### src/rtl/reg_write_arbiter.sv
// Round-robin write arbiter in front of one shared WIDTH-bit register.
// N requesters compete for the register. Each committed write is acknowledged
// with a one-cycle ACK pulse. A writer may keep ownership of the register by
// holding LOCK. A lock timeout forces the register free again.
//
// state     | meaning
// ----------+------------------------------------------------------------
// ST_IDLE   | no owner; next request found from PTR onward wins
// ST_ACKING | write just committed, ACK[OWNER] high; all requests ignored
// ST_HOLD   | owner keeps the lock; only REQ/LOCK of OWNER are honoured
//
// The lock timer counts cycles spent with LOCKED=1. This includes HOLD cycles
// and the ACKING cycles of the owner's re-writes. A re-write does not restart
// the timer. LOCKED stays high for at most LOCK_TIMEOUT cycles. At the edge
// that ends the last allowed cycle, the arbiter returns to IDLE. A re-write
// request from the owner in that cycle is dropped.
module reg_write_arbiter #(
    parameter int               N            = 2,
    parameter int               WIDTH        = 2,
    parameter logic [WIDTH-1:0] INIT         = '0,
    parameter int               LOCK_TIMEOUT = 15,
    localparam int              OW           = (N > 1) ? $clog2(N) : 1
) (
    input  logic                 CLK,
    input  logic                 RESETN,
    input  logic [N-1:0]         REQ,
    input  logic [N-1:0]         LOCK,
    input  logic [N*WIDTH-1:0]   D,
    output logic [N-1:0]         ACK,
    output logic [WIDTH-1:0]     O,
    output logic [OW-1:0]        OWNER,
    output logic                 LOCKED
);

    typedef enum logic [1:0] {
        ST_IDLE   = 2'd0,
        ST_ACKING = 2'd1,
        ST_HOLD   = 2'd2
    } state_t;

    localparam logic [7:0] TO_LAST = 8'(LOCK_TIMEOUT - 1);

    state_t             state_q, state_d;
    logic [OW-1:0]      ptr_q, ptr_d;
    logic [7:0]         cnt_q, cnt_d;
    logic               lockreq_q, lockreq_d;
    logic [WIDTH-1:0]   o_q, o_d;
    logic [N-1:0]       ack_q, ack_d;
    logic [OW-1:0]      owner_q, owner_d;
    logic               locked_q, locked_d;

    logic [N-1:0]       req_rot;
    int                 win_off;
    int                 win_idx;
    logic [OW-1:0]      win_owner;
    logic [WIDTH-1:0]   win_data;
    logic               win_lock;
    logic [N-1:0]       win_onehot;
    logic               own_req;
    logic               own_lock;
    logic [WIDTH-1:0]   own_data;
    logic [N-1:0]       own_onehot;
    logic [OW-1:0]      owner_inc;
    logic               lock_expired;

    // Pick the round-robin winner and gather the current owner's request lines.
    always_comb begin
        req_rot = N'({REQ, REQ} >> ptr_q);
        win_off = 0;
        for (int k = N - 1; k >= 0; k--) begin
            if (req_rot[k]) begin
                win_off = k;
            end
        end
        win_idx = int'(ptr_q) + win_off;
        if (win_idx >= N) begin
            win_idx = win_idx - N;
        end
        win_owner  = OW'(win_idx);
        win_data   = '0;
        win_lock   = 1'b0;
        win_onehot = '0;
        own_req    = 1'b0;
        own_lock   = 1'b0;
        own_data   = '0;
        own_onehot = '0;
        for (int k = 0; k < N; k++) begin
            if (k == win_idx) begin
                win_data      = D[k*WIDTH +: WIDTH];
                win_lock      = LOCK[k];
                win_onehot[k] = 1'b1;
            end
            if (k == int'(owner_q)) begin
                own_data      = D[k*WIDTH +: WIDTH];
                own_req       = REQ[k];
                own_lock      = LOCK[k];
                own_onehot[k] = 1'b1;
            end
        end
        owner_inc    = (int'(owner_q) == N - 1) ? '0 : owner_q + OW'(1);
        lock_expired = locked_q && (cnt_q == TO_LAST);
    end

    // Next-state and next-output logic for the arbitration FSM.
    always_comb begin
        state_d   = state_q;
        ptr_d     = ptr_q;
        cnt_d     = cnt_q;
        lockreq_d = lockreq_q;
        o_d       = o_q;
        ack_d     = '0;
        owner_d   = owner_q;
        locked_d  = locked_q;
        case (state_q)
            ST_IDLE: begin
                locked_d = 1'b0;
                if (|REQ) begin
                    o_d       = win_data;
                    owner_d   = win_owner;
                    ack_d     = win_onehot;
                    lockreq_d = win_lock;
                    state_d   = ST_ACKING;
                end
            end
            ST_ACKING: begin
                if (lock_expired || !lockreq_q) begin
                    state_d  = ST_IDLE;
                    ptr_d    = owner_inc;
                    locked_d = 1'b0;
                end else begin
                    state_d  = ST_HOLD;
                    locked_d = 1'b1;
                    cnt_d    = locked_q ? cnt_q + 8'd1 : 8'd0;
                end
            end
            ST_HOLD: begin
                if (lock_expired) begin
                    state_d  = ST_IDLE;
                    ptr_d    = owner_inc;
                    locked_d = 1'b0;
                end else begin
                    cnt_d = cnt_q + 8'd1;
                    if (own_req) begin
                        o_d       = own_data;
                        ack_d     = own_onehot;
                        lockreq_d = own_lock;
                        state_d   = ST_ACKING;
                    end else if (!own_lock) begin
                        state_d  = ST_IDLE;
                        ptr_d    = owner_inc;
                        locked_d = 1'b0;
                    end
                end
            end
            default: begin
                state_d  = ST_IDLE;
                locked_d = 1'b0;
            end
        endcase
    end

    // State and output registers; reset drops any pending ACK and restores INIT.
    always_ff @(posedge CLK or negedge RESETN) begin
        if (!RESETN) begin
            state_q   <= ST_IDLE;
            ptr_q     <= '0;
            cnt_q     <= '0;
            lockreq_q <= 1'b0;
            o_q       <= INIT;
            ack_q     <= '0;
            owner_q   <= '0;
            locked_q  <= 1'b0;
        end else begin
            state_q   <= state_d;
            ptr_q     <= ptr_d;
            cnt_q     <= cnt_d;
            lockreq_q <= lockreq_d;
            o_q       <= o_d;
            ack_q     <= ack_d;
            owner_q   <= owner_d;
            locked_q  <= locked_d;
        end
    end

    assign ACK    = ack_q;
    assign O      = o_q;
    assign OWNER  = owner_q;
    assign LOCKED = locked_q;

endmodule
### config.mk
export PLATFORM = sky130hd
export DESIGN_NAME = reg_write_arbiter
export DESIGN_NICKNAME = d
export VERILOG_FILES = /design/src/rtl/reg_write_arbiter.sv
export SDC_FILE = /design/constraint.sdc
export NUM_CORES = 1
export LEC_CHECK = 0
export CAP_MARGIN = 20
export CELL_PAD_IN_SITES_DETAIL_PLACEMENT = 1
export CELL_PAD_IN_SITES_GLOBAL_PLACEMENT = 2
export CORE_MARGIN = 5
export CORE_UTILIZATION = 25
export DETAILED_ROUTE_END_ITERATION = 12
export GPL_TIMING_DRIVEN = 0
export PLACE_DENSITY_LB_ADDON = 0.1
export SYNTH_ARGS = -nofsm -noshare
export SYNTH_HDL_FRONTEND = slang
export SYNTH_SLANG_ARGS = --single-unit
### constraint.sdc
create_clock -name CLK -period 2.8 [get_ports CLK]
set_clock_uncertainty 0.2 [all_clocks]
set_input_delay 0.28 -clock CLK [delete_from_list [all_inputs] [get_ports CLK]]
set_output_delay 0.28 -clock CLK [all_outputs]
set_load 0.05 [all_outputs]
**Word-level counts from Yosys, hierarchy flattened**

Cells that the tools add are included.

- Flip-flop bits (word level): 18
- Bits in latches: 0
- Bits in writable memories: 0
- Bits in read-only memories: 0
- Memories kept: 0

- Add/sub/neg operators: 4
- Multipliers: 0
- Div/mod/pow operators: 0
- $lt $le $gt $ge: 1
- Eq/ne operators: 12
- Shift-type cells: 1
- Mux-type cells: 47
- Bitwise operators: 0
- Reductions and logical operators: 14

Operators by type and width:

| cell | count |
|---|---|
| 2-bit by 32-bit adder with 32-bit output | 1 |
| 2-bit by 32-bit == test with 1-bit output, first input constant | 1 |
| 32-bit by 3-bit greater-or-equal comparator with 1-bit output, second input constant | 1 |
| 32-bit zero test | 1 |
| 32-bit two-way mux | 1 |
| 32-bit by 3-bit subtractor with 32-bit output, second input constant | 1 |
| 2-bit two-way mux | 14 |
| 8-bit two-way mux | 3 |
| 1-bit two-way mux | 22 |
| 8-bit one-hot mux with 2 select lines | 1 |
| 2-bit != test, second input constant | 5 |
| 8-bit by 1-bit adder with 8-bit output, second input constant | 1 |
| 8-bit by 4-bit == test with 1-bit output, second input constant | 1 |
| 2-bit one-hot mux with 2 select lines | 2 |
| 4-bit AND reduction | 2 |
| 3-bit != test, second input constant | 2 |
| 1-bit one-hot mux with 2 select lines | 3 |
| 2-bit one-hot mux with 3 select lines | 1 |
| 2-bit AND reduction | 3 |
| 4-bit != test, second input constant | 1 |
| 2-bit nonzero test | 2 |
| 4-bit by 1-bit >> shifter with 2-bit output | 1 |
| 3-bit AND reduction | 1 |
| 2-bit by 1-bit == test with 1-bit output, second input constant | 1 |
| 7 further kinds | 7 |

**Logic depth before layout (Yosys ltp)**

- Depth in word-level cells: 11
- Gate-level depth with buffers: 8
- Mapped depth without buffers: 7

**Worst setup path before layout**

OpenSTA, ideal clock, no wires.

- Path kind: register to register
- Start point: register locked_q (netlist: LOCKED)
- End point: register o_q[0] (netlist: O[0])
- Arrival time: 1790 ps
- Required time: 2475 ps
- Setup slack: 686 ps
- Cell stages (with the launch flop): 6
- Period minus slack after synthesis: 2114 ps
- Cell sequence: dfrtp_1 and4_1 a21boi_1 nand2_1 a21boi_1 mux2_2

- Word-level cells in the longest chain between the ends: 3

Ends and longest elaborated chain:

| element | line | RTL |
|---|---|---|
| from (decl) | 50 | `logic locked_q, locked_d;` |
| from (signal assigned) | 181 | `locked_q <= locked_d;` |
| 1-bit logical AND | 101 | `lock_expired = locked_q && (cnt_q == TO_LAST);` |
| 2-bit != test (no source line) | n/a |  |
| 4-bit AND reduction (no source line) | n/a |  |
| to (signal assigned) | 169 | `o_q <= INIT;` |
| to (signal assigned) | 178 | `o_q <= o_d;` |
| to (decl) | 47 | `logic [WIDTH-1:0] o_q, o_d;` |

Every way passes these cells.
A chain may end at the register's enable or synchronous reset.

**Final worst setup path**

- Start point: register cnt_q[0]
- End point: register lockreq_q

- Word-level cells in the longest chain between the ends: 4

Ends and longest elaborated chain:

| element | line | RTL |
|---|---|---|
| from (decl) | 45 | `logic [7:0] cnt_q, cnt_d;` |
| from (signal assigned) | 176 | `cnt_q <= cnt_d;` |
| 8-bit by 4-bit == test with 1-bit output | 101 |  |
| 1-bit logical AND | 101 |  |
| 2-bit != test (no source line) | n/a |  |
| 4-bit AND reduction (no source line) | n/a |  |
| to (signal assigned) | 177 | `lockreq_q <= lockreq_d;` |
| to (decl) | 46 | `logic lockreq_q, lockreq_d;` |

Every way passes these cells.

==> results <==
- Setup repair after global routing left no endpoint under its margin.
- The signal on the critical path passes through inv_1 > ha_1 > and4_1 > a21boi_1 > nand2_1 > a21boi_1 > mux2_2.
- The cell count of the worst reg-to-reg path is 7.
- In the synthesized netlist the dominant register cell turns out to be sky130_fd_sc_hd__dfrtp_1.
- Clock tree synthesis selected as its root buffer the cell sky130_fd_sc_hd__clkbuf_8.
- After detailed routing, the number of remaining DRC violations is 0.
- The length of the first detailed-routing pass in iterations is 3.
- The share of flip-flops with an asynchronous set or reset after synthesis is 1.000.
- After the last flow step, the layout net total stands at 152.
- The H-tree depth is 1.
- Routability-driven placement finished with a final weighted congestion of 0.7208.
- The horizontal die dimension is 77 um.
- In this run, synthesis produced a sequential element count of 18.
- The static leakage is 0.5801 nW.
- The number of enable-type register cells in the synthesized netlist is 0.
- The origin of the critical flop-to-flop path is cnt_q[0].
- The wire length of the first global-routing pass is 4823 um.
- Yosys mapped the design onto 36 distinct sky130hd cell types.
- Using the TritonRoute via totals, the vias-per-cell ratio works out to 4.952.
- The final number of max-transition violations is 0.
- The via count of the first global-routing pass is 973.
- The area of the core is 4354 um^2.
- The highest clock frequency the design can meet is 414.8 MHz.
- The floorplan has 24 rows.
- The number of cells upsized or downsized after cts is 0.
- Across the VDD grid, the largest voltage drop is 566.5 uV.
- Dividing the final minimum period by the clock period gives 0.8610.
- The worst setup path endpoint is lockreq_q.
- The flow ran to the end, and the final reports show no timing, DRC or antenna violations.
- The most critical setup path has its startpoint at cnt_q[0].
- The largest delay contributor family on the critical path is compound AO/OA/AOI/OAI gates.
- Across every metal layer, demand over resource in global routing totals 0.1005.
- The slowest stage of the critical path belongs to the cell sky130_fd_sc_hd__dfrtp_1.
- The number of warnings reported in the yosys synthesis log is 0.
- The sequential cell fraction of total power is 0.275.
- The clock net sink count is 18.
- The net switching component of the power is 0.0007078 W.
- The largest incremental delay on the critical path is 0.40 ns.
- The share of post-route cells with drive strength above 1 is 0.1481.
- 16 I/O pins were placed.
- For the worst-skew pair, the clock arrives at the later sink with an insertion delay of 0.26 ns.
- The max-slew headroom at the worst pin is 0.4132.
- The share of total power dissipated in the clock network is 0.148.
- In this run the worst path has a maximum fanout of 4.
- The number of antenna violations at the first check in global routing is 0.
- Counting along the longest clock path gives a buffer depth of 2.
- The capture point of the worst reg-to-reg path is lockreq_q.
- The cell that appears most often on the critical path is sky130_fd_sc_hd__a21boi_1.
- The number of max-capacitance violations reported is 0.
- The setup slack of the worst register-to-register path is 0.39 ns.
- The number of input and output port buffers inserted is 15.
- The worst hold path belongs to the class reg2reg.
- Each instance of the synthesized netlist takes up on average 9.675 um^2.
- Dividing the detail-routed wire length by the instance count gives 14.94 um.
- The share of the Yosys chip area taken by registers is 0.4013.
- The type of element capturing the critical path is a flip-flop.
- The post-route antenna net violation count is 0.
- The die is 77 um tall.
- Measured on the finished design, the core utilization comes to 0.3198.
- The starting DRC count in detailed routing is 49.
- For this run the aggregate overflow at the end of global routing stands at 0.
- The cell count after synthesis is 116.
- The repair_antennas step left the layout with diodes totalling 0.
- The total via count after detailed routing is 926.
- The time the final worst path needs with I/O delays and setup is 2.411 ns.
- Counting both buffers and inverters, the worst setup path holds a total of 1.
- The number of hold buffers added after CTS was 0.
- Counting every net in the synthesized netlist gives 132.
- Clock tree synthesis inserted a total of 3 buffers.
- The cell area that synthesis handed to floorplanning was 1122 um^2.
- The critical path in this run is classified as reg2reg.
- For the pin with the worst max-slew slack, the measured transition is 0.8775 ns.
- The number of hold-slack violations in the final timing report is 0.
- The setup fix buffers added after clock tree synthesis is 0.
- Once detailed placement completed, the half-perimeter wirelength came to 2075 um.
- The clock-pin slew reported for the worst setup and hold paths after clock tree synthesis is 0.08 ns.
- Setup total negative slack on the finished layout was measured at 0 ns.
- Counting buffers and inverters, the worst setup path is 7 cells deep.
- The initial utilization of the core area, before any placement, comes to 0.2578.
- Entering global routing, the biggest net connects 19 pins.
- The fraction of power consumed by combinational cells is 0.577.
- The kind of start point of the critical path is a flip-flop.
- The TritonCTS clock tree is built.
- Setup violations remaining at the end of the flow were counted as 0.
- The switching share of total power is 0.4675.
- The area of the die is 5929 um^2.
- At the worst endpoint, the arrival time is 2.36 ns.
- From synthesis to final layout, the design area changed by 24.08%.
- STA puts the critical path data required time at 2.75 ns.
- After detailed routing, the total wire length is 2793 um.
- The internal power summed over all cells is 0.0008060 W.
- Dividing total power by cell area gives a power density of 1087 nW/um^2.
## how the worst min path moves through the flow
stage,start,end,slack (ns),cells past startpoint
finish,O[0],O[0],0.31,1
global route,O[0],O[0],0.35,1
CTS,O[0],O[0],0.33,1
detailed placement,O[0],O[0],0.30,1
global placement,O[1],O[1],0.29,1
floorplan,RESETN,ACK[0],-0.22,0
## area by class of cell
| class | count | area [um^2] |
|---|---|---|
| Buffer | 2 | 11.26 |
| Clock buffer | 4 | 55.05 |
| Fill cell | 502 | 2962 |
| Inverter | 8 | 30.03 |
| Multi-Input combinational cell | 88 | 630.6 |
| Sequential cell | 18 | 450.4 |
| Tap cell | 52 | 65.06 |
| Timing Repair Buffer | 15 | 150.1 |
## sequential cells by signal, summed over array words and instances (netlist names)
| signal | cells |
|---|---|
| O | 2 |
| state_q | 2 |
| cnt_q | 8 |
| LOCKED | 1 |
| OWNER | 1 |
| ptr_q | 1 |
| ACK | 2 |
| lockreq_q | 1 |
## power groups by stage
stage / registers, W / clock network [W] / logic, W
after global routing: 0.000432 / 0.000243 / 0.000968
final: 0.000416 / 0.000224 / 0.000874
after global placement: 0.000418 / 0 / 0.000874
after CTS: 0.000417 / 0.000236 / 0.000891
after detailed placement: 0.000422 / 0 / 0.000887
after floorplan: 0.000544 / 0 / 0.000503
## logic make-up (layout without fill, tap and decap cells)
logic type / count (synthesis) / in the layout / share of synthesized area
fa+ha+maj: 7 / 7 / 0.07692
compound gates: 37 / 37 / 0.2442
simple gates: 36 / 36 / 0.1617
mux: 8 / 8 / 0.07915
flops: 18 / 18 / 0.4013
buf+inv: 10 / 29 / 0.03679
## cells in the final DEF (no fill, tap or decap), types with 2 or more instances in the layout
master                            Yosys  final
sky130_fd_sc_hd__a21oi_1              4      4
sky130_fd_sc_hd__a21boi_1             2      2
sky130_fd_sc_hd__o31ai_2              4      4
sky130_fd_sc_hd__nand2_1             12     12
sky130_fd_sc_hd__mux2_2               4      4
sky130_fd_sc_hd__o21ai_1              2      2
sky130_fd_sc_hd__mux2_1               3      3
sky130_fd_sc_hd__clkbuf_8             0      4
sky130_fd_sc_hd__clkdlybuf4s50_1      0     15
sky130_fd_sc_hd__o21ai_0              8      8
sky130_fd_sc_hd__nand3_1              4      4
sky130_fd_sc_hd__dfrtp_1             18     18
sky130_fd_sc_hd__inv_1                7      7
sky130_fd_sc_hd__nor2_1              11     11
sky130_fd_sc_hd__ha_1                 6      6
sky130_fd_sc_hd__o31ai_1              5      5
sky130_fd_sc_hd__a31oi_1              4      4
sky130_fd_sc_hd__nand2b_1             2      2
## synth_stat cells (all sizes together) (2+ instances only)
cell / n / area share
nand2b: 2 / 0.011
nand2: 12 / 0.040
inv: 8 / 0.027
nand3: 4 / 0.018
o21ai: 11 / 0.052
nor2: 11 / 0.037
o31ai: 9 / 0.078
a21oi: 4 / 0.018
mux2: 7 / 0.070
dfrtp: 18 / 0.40
a21boi: 3 / 0.023
a31oi: 5 / 0.033
ha: 6 / 0.067
## metal layers
layer	up-vias	GRT usage	share of wire
li1	456	-	-
met1	454	0.1327	0.50
met2	14	0.1596	0.46
met3	2	0.02927	0.035
met4	0	0.02749	0.0075
met5	-	0	0
## metrics by stage
| step | cell area [um^2] | worst slack (ns) | power, W | hold slack (ns) | instances |
|---|---|---|---|---|---|
| floorplan | 1122 | 0.6856 | 0.001047 | -0.2156 | 116 |
| global placement | 1338 | 0.3562 | 0.001292 | 0.2940 | 183 |
| detailed placement | 1338 | 0.3687 | 0.001309 | 0.3012 | 183 |
| CTS | 1393 | 0.3542 | 0.001544 | 0.3252 | 187 |
| global route | 1393 | 0.2055 | 0.001643 | 0.3450 | 187 |
| finish | 1393 | 0.3891 | 0.001514 | 0.3144 | 187 |
Power figures use the tool's default switching activity.
